==> src/rtl/acf_axil_arbiter_if.sv <==
// Requester-side and AXI4-Lite master-side signal bundle for acf_axil_arbiter.
// The master modport is the arbiter's view; slave is the environment's view.
interface acf_axil_arbiter_if #(
  parameter int C_M_AXI_ADDR_WIDTH = 32,
  parameter int C_M_AXI_DATA_WIDTH = 32
);
  localparam int AW = C_M_AXI_ADDR_WIDTH;
  localparam int DW = C_M_AXI_DATA_WIDTH;

  logic [1:0]      req_valid;
  logic [1:0]      req_wr;
  logic [2*AW-1:0] req_addr;
  logic [2*DW-1:0] req_wdata;
  logic [1:0]      req_ready;
  logic [1:0]      req_done;
  logic [DW-1:0]   rsp_rdata;
  logic [1:0]      rsp_resp;

  logic [AW-1:0]   m_axi_awaddr;
  logic [2:0]      m_axi_awprot;
  logic            m_axi_awvalid;
  logic            m_axi_awready;
  logic [DW-1:0]   m_axi_wdata;
  logic [DW/8-1:0] m_axi_wstrb;
  logic            m_axi_wvalid;
  logic            m_axi_wready;
  logic [1:0]      m_axi_bresp;
  logic            m_axi_bvalid;
  logic            m_axi_bready;
  logic [AW-1:0]   m_axi_araddr;
  logic [2:0]      m_axi_arprot;
  logic            m_axi_arvalid;
  logic            m_axi_arready;
  logic [DW-1:0]   m_axi_rdata;
  logic [1:0]      m_axi_rresp;
  logic            m_axi_rvalid;
  logic            m_axi_rready;

  modport master (
    input  req_valid, req_wr, req_addr, req_wdata,
    output req_ready, req_done, rsp_rdata, rsp_resp,
    output m_axi_awaddr, m_axi_awprot, m_axi_awvalid,
    input  m_axi_awready,
    output m_axi_wdata, m_axi_wstrb, m_axi_wvalid,
    input  m_axi_wready,
    input  m_axi_bresp, m_axi_bvalid,
    output m_axi_bready,
    output m_axi_araddr, m_axi_arprot, m_axi_arvalid,
    input  m_axi_arready,
    input  m_axi_rdata, m_axi_rresp, m_axi_rvalid,
    output m_axi_rready
  );

  modport slave (
    output req_valid, req_wr, req_addr, req_wdata,
    input  req_ready, req_done, rsp_rdata, rsp_resp,
    input  m_axi_awaddr, m_axi_awprot, m_axi_awvalid,
    output m_axi_awready,
    input  m_axi_wdata, m_axi_wstrb, m_axi_wvalid,
    output m_axi_wready,
    output m_axi_bresp, m_axi_bvalid,
    input  m_axi_bready,
    input  m_axi_araddr, m_axi_arprot, m_axi_arvalid,
    output m_axi_arready,
    output m_axi_rdata, m_axi_rresp, m_axi_rvalid,
    input  m_axi_rready
  );
endinterface

==> src/rtl/acf_axil_arbiter.sv <==
// Two-requester AXI4-Lite master, one transaction in flight; accept->done >= 3 cycles, requests held off while busy.
// Round-robin by default; define ACF_AXIL_FIXED_PRIO_EN to make requester 0 always win.
module acf_axil_arbiter #(
  parameter int C_M_AXI_ADDR_WIDTH = 32,
  parameter int C_M_AXI_DATA_WIDTH = 32
) (
  input  logic               m_axi_aclk,
  input  logic               m_axi_aresetn,
  acf_axil_arbiter_if.master bus
);
  localparam int AW = C_M_AXI_ADDR_WIDTH;
  localparam int DW = C_M_AXI_DATA_WIDTH;
  localparam int SW = DW / 8;

  typedef enum logic [2:0] {
    S_IDLE,
    S_WADDR,
    S_WRESP,
    S_RADDR,
    S_RDATA
  } state_t;

  state_t        r_state;
  state_t        w_state_nxt;
  logic          r_armed;
  logic          r_owner;
  logic          r_aw_done;
  logic          r_w_done;
  logic [AW-1:0] r_addr;
  logic [DW-1:0] r_wdata;
  logic [1:0]    r_req_done;
  logic [DW-1:0] r_rdata;
  logic [1:0]    r_resp;

  logic          w_idle_ok;
  logic [1:0]    w_grant;
  logic          w_gnt_id;
  logic          w_awvalid;
  logic          w_wvalid;
  logic          w_aw_hs;
  logic          w_w_hs;

  // r_armed keeps req_ready low until the first edge after reset release;
  // the done cycle is also skipped so a new grant lands strictly after it.
  assign w_idle_ok = (r_state == S_IDLE) && r_armed && (r_req_done == 2'b00);

`ifdef ACF_AXIL_FIXED_PRIO_EN
  always_comb begin
    w_grant  = 2'b00;
    w_gnt_id = 1'b0;
    if (w_idle_ok) begin
      if (bus.req_valid[0]) begin
        w_grant  = 2'b01;
        w_gnt_id = 1'b0;
      end else if (bus.req_valid[1]) begin
        w_grant  = 2'b10;
        w_gnt_id = 1'b1;
      end
    end
  end
`else
  logic r_last;

  always_comb begin
    w_grant  = 2'b00;
    w_gnt_id = 1'b0;
    if (w_idle_ok) begin
      if (bus.req_valid == 2'b11) begin
        w_gnt_id = ~r_last;
        w_grant  = r_last ? 2'b01 : 2'b10;
      end else if (bus.req_valid[0]) begin
        w_grant  = 2'b01;
        w_gnt_id = 1'b0;
      end else if (bus.req_valid[1]) begin
        w_grant  = 2'b10;
        w_gnt_id = 1'b1;
      end
    end
  end

  // Reset value 1 makes requester 0 win the first contended grant.
  always_ff @(posedge m_axi_aclk or negedge m_axi_aresetn) begin
    if (!m_axi_aresetn) begin
      r_last <= 1'b1;
    end else if (w_grant != 2'b00) begin
      r_last <= w_gnt_id;
    end
  end
`endif

  assign w_awvalid = (r_state == S_WADDR) && !r_aw_done;
  assign w_wvalid  = (r_state == S_WADDR) && !r_w_done;
  assign w_aw_hs   = w_awvalid && bus.m_axi_awready;
  assign w_w_hs    = w_wvalid && bus.m_axi_wready;

  always_comb begin
    w_state_nxt = r_state;
    case (r_state)
      S_IDLE: begin
        if (w_grant != 2'b00) begin
          w_state_nxt = bus.req_wr[w_gnt_id] ? S_WADDR : S_RADDR;
        end
      end
      S_WADDR: begin
        if ((r_aw_done || w_aw_hs) && (r_w_done || w_w_hs)) begin
          w_state_nxt = S_WRESP;
        end
      end
      S_WRESP: begin
        if (bus.m_axi_bvalid) begin
          w_state_nxt = S_IDLE;
        end
      end
      S_RADDR: begin
        if (bus.m_axi_arready) begin
          w_state_nxt = S_RDATA;
        end
      end
      S_RDATA: begin
        if (bus.m_axi_rvalid) begin
          w_state_nxt = S_IDLE;
        end
      end
      default: w_state_nxt = S_IDLE;
    endcase
  end

  always_ff @(posedge m_axi_aclk or negedge m_axi_aresetn) begin
    if (!m_axi_aresetn) begin
      r_state <= S_IDLE;
    end else begin
      r_state <= w_state_nxt;
    end
  end

  always_ff @(posedge m_axi_aclk or negedge m_axi_aresetn) begin
    if (!m_axi_aresetn) begin
      r_armed    <= 1'b0;
      r_owner    <= 1'b0;
      r_aw_done  <= 1'b0;
      r_w_done   <= 1'b0;
      r_addr     <= '0;
      r_wdata    <= '0;
      r_req_done <= 2'b00;
      r_rdata    <= '0;
      r_resp     <= 2'b00;
    end else begin
      r_armed    <= 1'b1;
      r_req_done <= 2'b00;
      if (w_grant != 2'b00) begin
        r_owner   <= w_gnt_id;
        r_addr    <= w_gnt_id ? bus.req_addr[2*AW-1:AW] : bus.req_addr[AW-1:0];
        r_wdata   <= w_gnt_id ? bus.req_wdata[2*DW-1:DW] : bus.req_wdata[DW-1:0];
        r_aw_done <= 1'b0;
        r_w_done  <= 1'b0;
      end
      if (w_aw_hs) begin
        r_aw_done <= 1'b1;
      end
      if (w_w_hs) begin
        r_w_done <= 1'b1;
      end
      if ((r_state == S_WRESP) && bus.m_axi_bvalid) begin
        r_resp     <= bus.m_axi_bresp;
        r_req_done <= r_owner ? 2'b10 : 2'b01;
      end
      if ((r_state == S_RDATA) && bus.m_axi_rvalid) begin
        r_rdata    <= bus.m_axi_rdata;
        r_resp     <= bus.m_axi_rresp;
        r_req_done <= r_owner ? 2'b10 : 2'b01;
      end
    end
  end

  assign bus.req_ready     = w_grant;
  assign bus.req_done      = r_req_done;
  assign bus.rsp_rdata     = r_rdata;
  assign bus.rsp_resp      = r_resp;

  assign bus.m_axi_awaddr  = r_addr;
  assign bus.m_axi_awprot  = 3'b000;
  assign bus.m_axi_awvalid = w_awvalid;
  assign bus.m_axi_wdata   = r_wdata;
  assign bus.m_axi_wstrb   = (r_state == S_WADDR) ? {SW{1'b1}} : {SW{1'b0}};
  assign bus.m_axi_wvalid  = w_wvalid;
  assign bus.m_axi_bready  = (r_state == S_WRESP);
  assign bus.m_axi_araddr  = r_addr;
  assign bus.m_axi_arprot  = 3'b000;
  assign bus.m_axi_arvalid = (r_state == S_RADDR);
  assign bus.m_axi_rready  = (r_state == S_RDATA);
endmodule

==> src/flat_wrapper.sv <==
// flat-port wrapper written by rule: the top's interface ports become plain ports
module acf_axil_arbiter_flat 
#(
  parameter int C_M_AXI_ADDR_WIDTH = 32,
  parameter int C_M_AXI_DATA_WIDTH = 32
)
  (m_axi_aclk, m_axi_aresetn, bus_req_valid, bus_req_wr, bus_req_addr, bus_req_wdata, bus_req_ready, bus_req_done, bus_rsp_rdata, bus_rsp_resp, bus_m_axi_awaddr, bus_m_axi_awprot, bus_m_axi_awvalid, bus_m_axi_awready, bus_m_axi_wdata, bus_m_axi_wstrb, bus_m_axi_wvalid, bus_m_axi_wready, bus_m_axi_bresp, bus_m_axi_bvalid, bus_m_axi_bready, bus_m_axi_araddr, bus_m_axi_arprot, bus_m_axi_arvalid, bus_m_axi_arready, bus_m_axi_rdata, bus_m_axi_rresp, bus_m_axi_rvalid, bus_m_axi_rready);
  acf_axil_arbiter_if #(.C_M_AXI_ADDR_WIDTH(C_M_AXI_ADDR_WIDTH), .C_M_AXI_DATA_WIDTH(C_M_AXI_DATA_WIDTH)) bus_i ();
  input  logic m_axi_aclk;
  input  logic m_axi_aresetn;
  input wire logic [$bits(bus_i.req_valid)-1:0] bus_req_valid;
  input wire logic [$bits(bus_i.req_wr)-1:0] bus_req_wr;
  input wire logic [$bits(bus_i.req_addr)-1:0] bus_req_addr;
  input wire logic [$bits(bus_i.req_wdata)-1:0] bus_req_wdata;
  output wire logic [$bits(bus_i.req_ready)-1:0] bus_req_ready;
  output wire logic [$bits(bus_i.req_done)-1:0] bus_req_done;
  output wire logic [$bits(bus_i.rsp_rdata)-1:0] bus_rsp_rdata;
  output wire logic [$bits(bus_i.rsp_resp)-1:0] bus_rsp_resp;
  output wire logic [$bits(bus_i.m_axi_awaddr)-1:0] bus_m_axi_awaddr;
  output wire logic [$bits(bus_i.m_axi_awprot)-1:0] bus_m_axi_awprot;
  output wire logic [$bits(bus_i.m_axi_awvalid)-1:0] bus_m_axi_awvalid;
  input wire logic [$bits(bus_i.m_axi_awready)-1:0] bus_m_axi_awready;
  output wire logic [$bits(bus_i.m_axi_wdata)-1:0] bus_m_axi_wdata;
  output wire logic [$bits(bus_i.m_axi_wstrb)-1:0] bus_m_axi_wstrb;
  output wire logic [$bits(bus_i.m_axi_wvalid)-1:0] bus_m_axi_wvalid;
  input wire logic [$bits(bus_i.m_axi_wready)-1:0] bus_m_axi_wready;
  input wire logic [$bits(bus_i.m_axi_bresp)-1:0] bus_m_axi_bresp;
  input wire logic [$bits(bus_i.m_axi_bvalid)-1:0] bus_m_axi_bvalid;
  output wire logic [$bits(bus_i.m_axi_bready)-1:0] bus_m_axi_bready;
  output wire logic [$bits(bus_i.m_axi_araddr)-1:0] bus_m_axi_araddr;
  output wire logic [$bits(bus_i.m_axi_arprot)-1:0] bus_m_axi_arprot;
  output wire logic [$bits(bus_i.m_axi_arvalid)-1:0] bus_m_axi_arvalid;
  input wire logic [$bits(bus_i.m_axi_arready)-1:0] bus_m_axi_arready;
  input wire logic [$bits(bus_i.m_axi_rdata)-1:0] bus_m_axi_rdata;
  input wire logic [$bits(bus_i.m_axi_rresp)-1:0] bus_m_axi_rresp;
  input wire logic [$bits(bus_i.m_axi_rvalid)-1:0] bus_m_axi_rvalid;
  output wire logic [$bits(bus_i.m_axi_rready)-1:0] bus_m_axi_rready;
  assign bus_i.req_valid = bus_req_valid;
  assign bus_i.req_wr = bus_req_wr;
  assign bus_i.req_addr = bus_req_addr;
  assign bus_i.req_wdata = bus_req_wdata;
  assign bus_req_ready = bus_i.req_ready;
  assign bus_req_done = bus_i.req_done;
  assign bus_rsp_rdata = bus_i.rsp_rdata;
  assign bus_rsp_resp = bus_i.rsp_resp;
  assign bus_m_axi_awaddr = bus_i.m_axi_awaddr;
  assign bus_m_axi_awprot = bus_i.m_axi_awprot;
  assign bus_m_axi_awvalid = bus_i.m_axi_awvalid;
  assign bus_i.m_axi_awready = bus_m_axi_awready;
  assign bus_m_axi_wdata = bus_i.m_axi_wdata;
  assign bus_m_axi_wstrb = bus_i.m_axi_wstrb;
  assign bus_m_axi_wvalid = bus_i.m_axi_wvalid;
  assign bus_i.m_axi_wready = bus_m_axi_wready;
  assign bus_i.m_axi_bresp = bus_m_axi_bresp;
  assign bus_i.m_axi_bvalid = bus_m_axi_bvalid;
  assign bus_m_axi_bready = bus_i.m_axi_bready;
  assign bus_m_axi_araddr = bus_i.m_axi_araddr;
  assign bus_m_axi_arprot = bus_i.m_axi_arprot;
  assign bus_m_axi_arvalid = bus_i.m_axi_arvalid;
  assign bus_i.m_axi_arready = bus_m_axi_arready;
  assign bus_i.m_axi_rdata = bus_m_axi_rdata;
  assign bus_i.m_axi_rresp = bus_m_axi_rresp;
  assign bus_i.m_axi_rvalid = bus_m_axi_rvalid;
  assign bus_m_axi_rready = bus_i.m_axi_rready;
  acf_axil_arbiter #(.C_M_AXI_ADDR_WIDTH(C_M_AXI_ADDR_WIDTH), .C_M_AXI_DATA_WIDTH(C_M_AXI_DATA_WIDTH)) u_core (.m_axi_aclk(m_axi_aclk), .m_axi_aresetn(m_axi_aresetn), .bus(bus_i));
endmodule
==> config.mk <==
export PLATFORM = sky130hd
export DESIGN_NAME = acf_axil_arbiter_flat
export DESIGN_NICKNAME = d
export VERILOG_FILES = /design/src/rtl/acf_axil_arbiter_if.sv /design/src/rtl/acf_axil_arbiter.sv /design/src/flat_wrapper.sv
export SDC_FILE = /design/constraint.sdc
export NUM_CORES = 1
export LEC_CHECK = 0
export CORE_AREA = 2 2 125 127
export CTS_BUF_LIST = sky130_fd_sc_hd__clkbuf_2
export DETAILED_ROUTE_END_ITERATION = 12
export DIE_AREA = 0 0 127 129
export PLACE_DENSITY = 0.8
export SLEW_MARGIN = 30
export SYNTH_ARGS = -nofsm -noshare
export SYNTH_HDL_FRONTEND = slang
export SYNTH_SLANG_ARGS = --single-unit
==> constraint.sdc <==
create_clock -name m_axi_aclk -period 2.7 [get_ports m_axi_aclk]
set_clock_uncertainty 0.2 [all_clocks]
set_input_delay 0.27 -clock m_axi_aclk [delete_from_list [all_inputs] [get_ports m_axi_aclk]]
set_output_delay 0.27 -clock m_axi_aclk [all_outputs]
set_load 0.005 [all_outputs]
# After elaboration in Yosys (flattened, before gate mapping)

Cells that the tools add are included.

$lt $le $gt $ge: 1
Equality and inequality tests: 10
Multiplexer cells: 29
Bitwise gates (word level): 1
Reductions and logical operators: 20

Operators with widths:

| kind                                                                          | count |
|---|---|
| 32-bit two-way mux                                                            | 2 |
| 2-bit two-way mux                                                             | 11 |
| 3-bit two-way mux                                                             | 5 |
| 3-bit case mux with 5 select lines                                            | 1 |
| 1-bit logical AND                                                             | 9 |
| 1-bit two-way mux                                                             | 9 |
| 2-bit inequality test (second input constant)                                 | 4 |
| 2-bit nonzero test                                                            | 4 |
| 3-bit by 2-bit equality test with 1-bit output (second input constant)        | 2 |
| 5-bit AND reduction                                                           | 1 |
| 4-bit two-way mux                                                             | 1 |
| 3-bit by 1-bit equality test with 1-bit output (second input constant)        | 1 |
| 3-bit equality test (second input constant)                                   | 1 |
| 3-bit zero test                                                               | 1 |
| 2-bit equality test (second input constant)                                   | 1 |
| 1-bit zero test                                                               | 2 |
| 2-bit zero test                                                               | 1 |
| 1-bit logical OR                                                              | 2 |
| 1-bit by 2-bit less-than comparator with 1-bit output (second input constant) | 1 |
| 2-bit by 1-bit inequality test with 1-bit output (second input constant)      | 1 |
| 1-bit NOT                                                                     | 1 |

Register bits after elaboration: 108
Input bits: 175
Output and inout port bits: 149
Logic and storage cells: 72

# Depth between registers and ports, before layout

Depth in word-level cells: 9
Mapped depth: 8
Mapped depth without buffers: 5

# Worst setup path after synthesis

No wires, ideal clock.

Path kind: register to register
From: register u_core.r_state[2]
To: register u_core.r_addr[15] (netlist: u_core.bus.m_axi_araddr[15])
Library setup time: 82 ps
Arrival time: 1,592 ps
Required time: 2,418 ps
Path slack: 826 ps
Cell stages (with the launch flop): 8
Path buffers: 3
Period minus slack after synthesis: 1,874 ps
Cells stage by stage: dfrtp_1 buf_2 or3_4 nor3_2 buf_4 buf_4 nor2_1 a31oi_1

Cells in the longest elaborated chain, start to end: 5
Elaborated cells between the ends (all ways): 7
Classes of those cells: 3 x mux; 4 x reduce/logical

RTL lines:

| item                                                            | RTL line                                         | RTL |
|---|---|---|
| start: declaration                                              | acf_axil_arbiter.sv:23                           | `state_t r_state;` |
| start signal: assignment                                        | acf_axil_arbiter.sv:132                          | `r_state <= w_state_nxt;` |
| 3-bit zero test *                                               | acf_axil_arbiter.sv:45                           | `assign w_idle_ok = (r_state == S_IDLE) && r_armed && (r_req_done == 2'b00);` |
| 1-bit logical AND * (2 in series)                               | acf_axil_arbiter.sv:45                           |  |
| 1-bit two-way mux / 2-bit two-way mux (equally long branches)   | acf_axil_arbiter.sv:67                           | `if (w_idle_ok) begin` |
| 32-bit two-way mux / 2-bit nonzero test (equally long branches) | acf_axil_arbiter.sv:152, acf_axil_arbiter.sv:150 |  |
| end signal: assignment                                          | acf_axil_arbiter.sv:152                          | `r_addr <= w_gnt_id ? bus.req_addr[2*AW-1:AW] : bus.req_addr[AW-1:0];` |
| end: declaration                                                | acf_axil_arbiter.sv:29                           | `logic [AW-1:0] r_addr;` |

Mark *: on every way between the ends. The rest lies on a longest branch, timed or not.
A chain may end at the register's enable or synchronous reset.

# Worst setup path in the final report

From: register u_core.r_state[0]
To: output bus_m_axi_bready

Cells in the longest elaborated chain, start to end: 1

RTL lines:

| item                                           | RTL line                | RTL |
|---|---|---|
| 3-bit by 2-bit equality test with 1-bit output | acf_axil_arbiter.sv:186 | `assign bus.m_axi_bready = (r_state == S_WRESP);` |
| end: declaration                               | flat_wrapper.sv:29      | `output wire logic [$bits(bus_i.m_axi_bready)-1:0] bus_m_axi_bready;` |

Every way passes these cells.

==> impl_metrics.yaml <==
sta:
  holdWs_ns: 0.0941
  maxSlewHeadroom_pct: 62.7
  rsz0062_at_grt: "false"
  timing.final.crit_share_pct: 94.6
  drv_slew: 0
  setup_viol: 0
  fin_setup_tns_ns: 0
  tightestPinTransition_ns: 0.559
  fin_crit_ns: 2.55
  finalHoldViolCount: 0
  fmax_ghz: 0.392
grt:
  use_met3_pct: 6.40
  grt_start_max_net_pins: 68
  grt_use_met2_pct: 44.1
  grt_pass1_vias: 5868
  grt_util_met1_pct: 25.2
  grt.total_usage_pct: 24.0
  grt-busiest-layer: "met2"
  grt_first_pass_wirelength_um: 30600
  overflow: 0
  antenna_found_initial: 1
place:
  portBuffers: 317
  gp_congestion: 0.821
  placed_area_um2: 8110
  dp_hpwl_um: 11400
logic_synthesis:
  synth_edf_count: 0
  yosys_warnings: 0
  synth.avg_cell_area_um2: 9.54
  synth_ff_type: "dfrtp_1"
  synthCells: 526
  ys_ff_latch: 108
  ys_types: 34
  synth.cell_area_um2: 5020
  async_flop_share_pct: 100
  yosysSeqAreaShare_pct: 53.9
clock_tree:
  clk_pin_slew_ns: 0.30
  tritoncts: "yes"
  h-tree-depth: 3
  numClockSinks: 108
  clockBufferDepth: 2
  cts_root_buf: "clkbuf_2"
  clock_latency_ns: 0.62
  cts_made_buffers: 9
routing:
  drt-initial-drc-count: 296
  wire_per_inst_um: 17.7
  drc: 0
  dr.pass1.iters: 5
  drt_wl_total_um: 20500
  vias_per_cell: 4.82
  ant_nets: 0
  vias: 5603
worst_setup_path:
  cp-start-kind: "flip-flop"
  cp.arrival_ns: 2.08
  crit_required_ns: 2.23
  crit_type: "reg -> out"
  end_kind: "output port"
  cp_max_fo: 6
floorplan:
  core_area_um2: 15000
  die-area_um2: 16400
  num_rows: 45
  initial_core_util_pct: 33.5
  die_x_um: 127
  boundaryPins: 324
  die_y_um: 129
flow_run:
  maxCapViolCount: 0
layout:
  fill_cells: 1031
  final_nets: 1142
  design_area_um2: 10000
  area_growth_syn_to_layout_pct: 99.9
  final_cell_mix: "308 x clkdlybuf4s50_1, 164 x dlygate4sd3_1, 131 x nand2_1, 104 x dfrtp_1, 66 x nor2_1"
  layout_commonest_cell: "clkdlybuf4s50_1"
  final_core_util_pct: 67.0
  layout-drive-gt1-share_pct: 9.26
hold_path:
  min_path_type: "in -> reg"
power_and_ir_drop:
  p_per_area_nw_per_um2: 824
  p_leak_nw: 4.28
  ir_worst_vdd_uv: 349
outcome:
  status: "completed"
## final cells by class
type,count,area (um2),area share [%]
clock inverter,7,76.3,0.761
tap,188,235,2.35
clock buffer,9,45.0,0.449
antenna,2,5.00,0.0499
sequential,108,2710,27.0
timing repair buffer,502,5050,50.3
inverter,3,13.8,0.137
multi-input combinational,343,1900,19.0
## kinds of logic (layout without fill, tap and decap cells)
family                 after synthesis  count (layout)  synth area share [%]
AO/OA/AOI/OAI                       81              81                  10.3
buffers and inverters               80             521                  9.97
flip-flops                         108             108                  53.9
multiplexers                        35              35                  7.78
other                                2               9                 0.150
AND/OR/NAND/NOR                    220             220                  17.9
## path summary, 6_finish.rpt
kind / cells after the start / from / to / slack (ns)
max in group asynchronous: 4 / m_axi_aresetn / u_core.bus.m_axi_araddr[20] / 1.51
setup / recovery: 3 / u_core.r_state[0] / bus_m_axi_bready / 0.15
setup reg to reg: 7 / u_core.r_state[2] / u_core.bus.m_axi_araddr[31] / 0.34
min in group asynchronous: 3 / m_axi_aresetn / u_core.r_last / 0.52
hold reg to reg: 1 / u_core.r_owner / u_core.bus.req_done[0] / 0.31
hold / removal: 3 / bus_m_axi_rresp[0] / u_core.bus.rsp_resp[0] / 0.09
## layer usage
metal	up-vias	wire (um)	part of all wire [%]
met5	-	0	0
met4	0	816	4.0
met2	261	10900	53
li1	2597	-	-
met1	2678	7530	37
met3	67	1310	6.4
## through the flow
stage               power (W)  cells  setup WS [ns]
finish                0.00826   1162          0.147
global route          0.00877   1161         0.0136
CTS                   0.00812   1148       0.000774
detailed placement    0.00703    970          0.430
global placement      0.00693    970          0.435
floorplan             0.00469    531          0.826
## critical path, stage by stage (launching register included)
cell             delay (ns)
dfrtp_2                0.51
buf_4                  0.17
nor3b_2                0.22
clkdlybuf4s50_1        0.56
## synth_stat cells, types with 2 or more instances
master	n	area, um2
nand2_1	131	492
nor3b_1	3	22.5
buf_4	48	360
buf_2	16	80.1
conb_1	2	7.51
o21ai_0	4	20.0
mux2_2	32	360
or3_1	2	12.5
dfrtp_1	107	2680
nor2_1	69	259
a31oi_1	64	400
a21oi_1	2	10.0
clkbuf_1	13	48.8
nor2b_1	2	12.5
a22o_1	2	17.5
inv_1	3	11.3
or3b_2	2	17.5
a21o_1	4	30.0
mux2i_1	3	30.0
nand3_1	3	15.0
## power breakdown
| part | internal, W | leakage (nW) | switching [W] |
|---|---|---|---|
| clock network | 0.000221 | 0.0738 | 0.000578 |
| logic | 0.00280 | 2.95 | 0.00175 |
| registers | 0.00237 | 1.26 | 0.000547 |
| total | 0.00539 | 4.28 | 0.00287 |
## flip-flops by register name, indices dropped and copies added (netlist names)
signal	cells
u_core.bus.m_axi_araddr	32
u_core.bus.m_axi_wdata	32
u_core.bus.req_done	2
u_core.bus.rsp_rdata	32
u_core.bus.rsp_resp	2
u_core.r_armed	1
u_core.r_aw_done	1
u_core.r_last	1
u_core.r_owner	1
u_core.r_state	3
u_core.r_w_done	1
## repair_timing
item | 4_1_cts | 5_1_grt
buffers inserted | 8 | 1
gates resized for setup | 14 | 11
pin swaps | 1 | 2
hold buffers | 154 | 11
hold endpoints to repair | 195 | 10
setup endpoints to repair | 9 | 7
No activity file was read; power rests on OpenSTA's default activity.
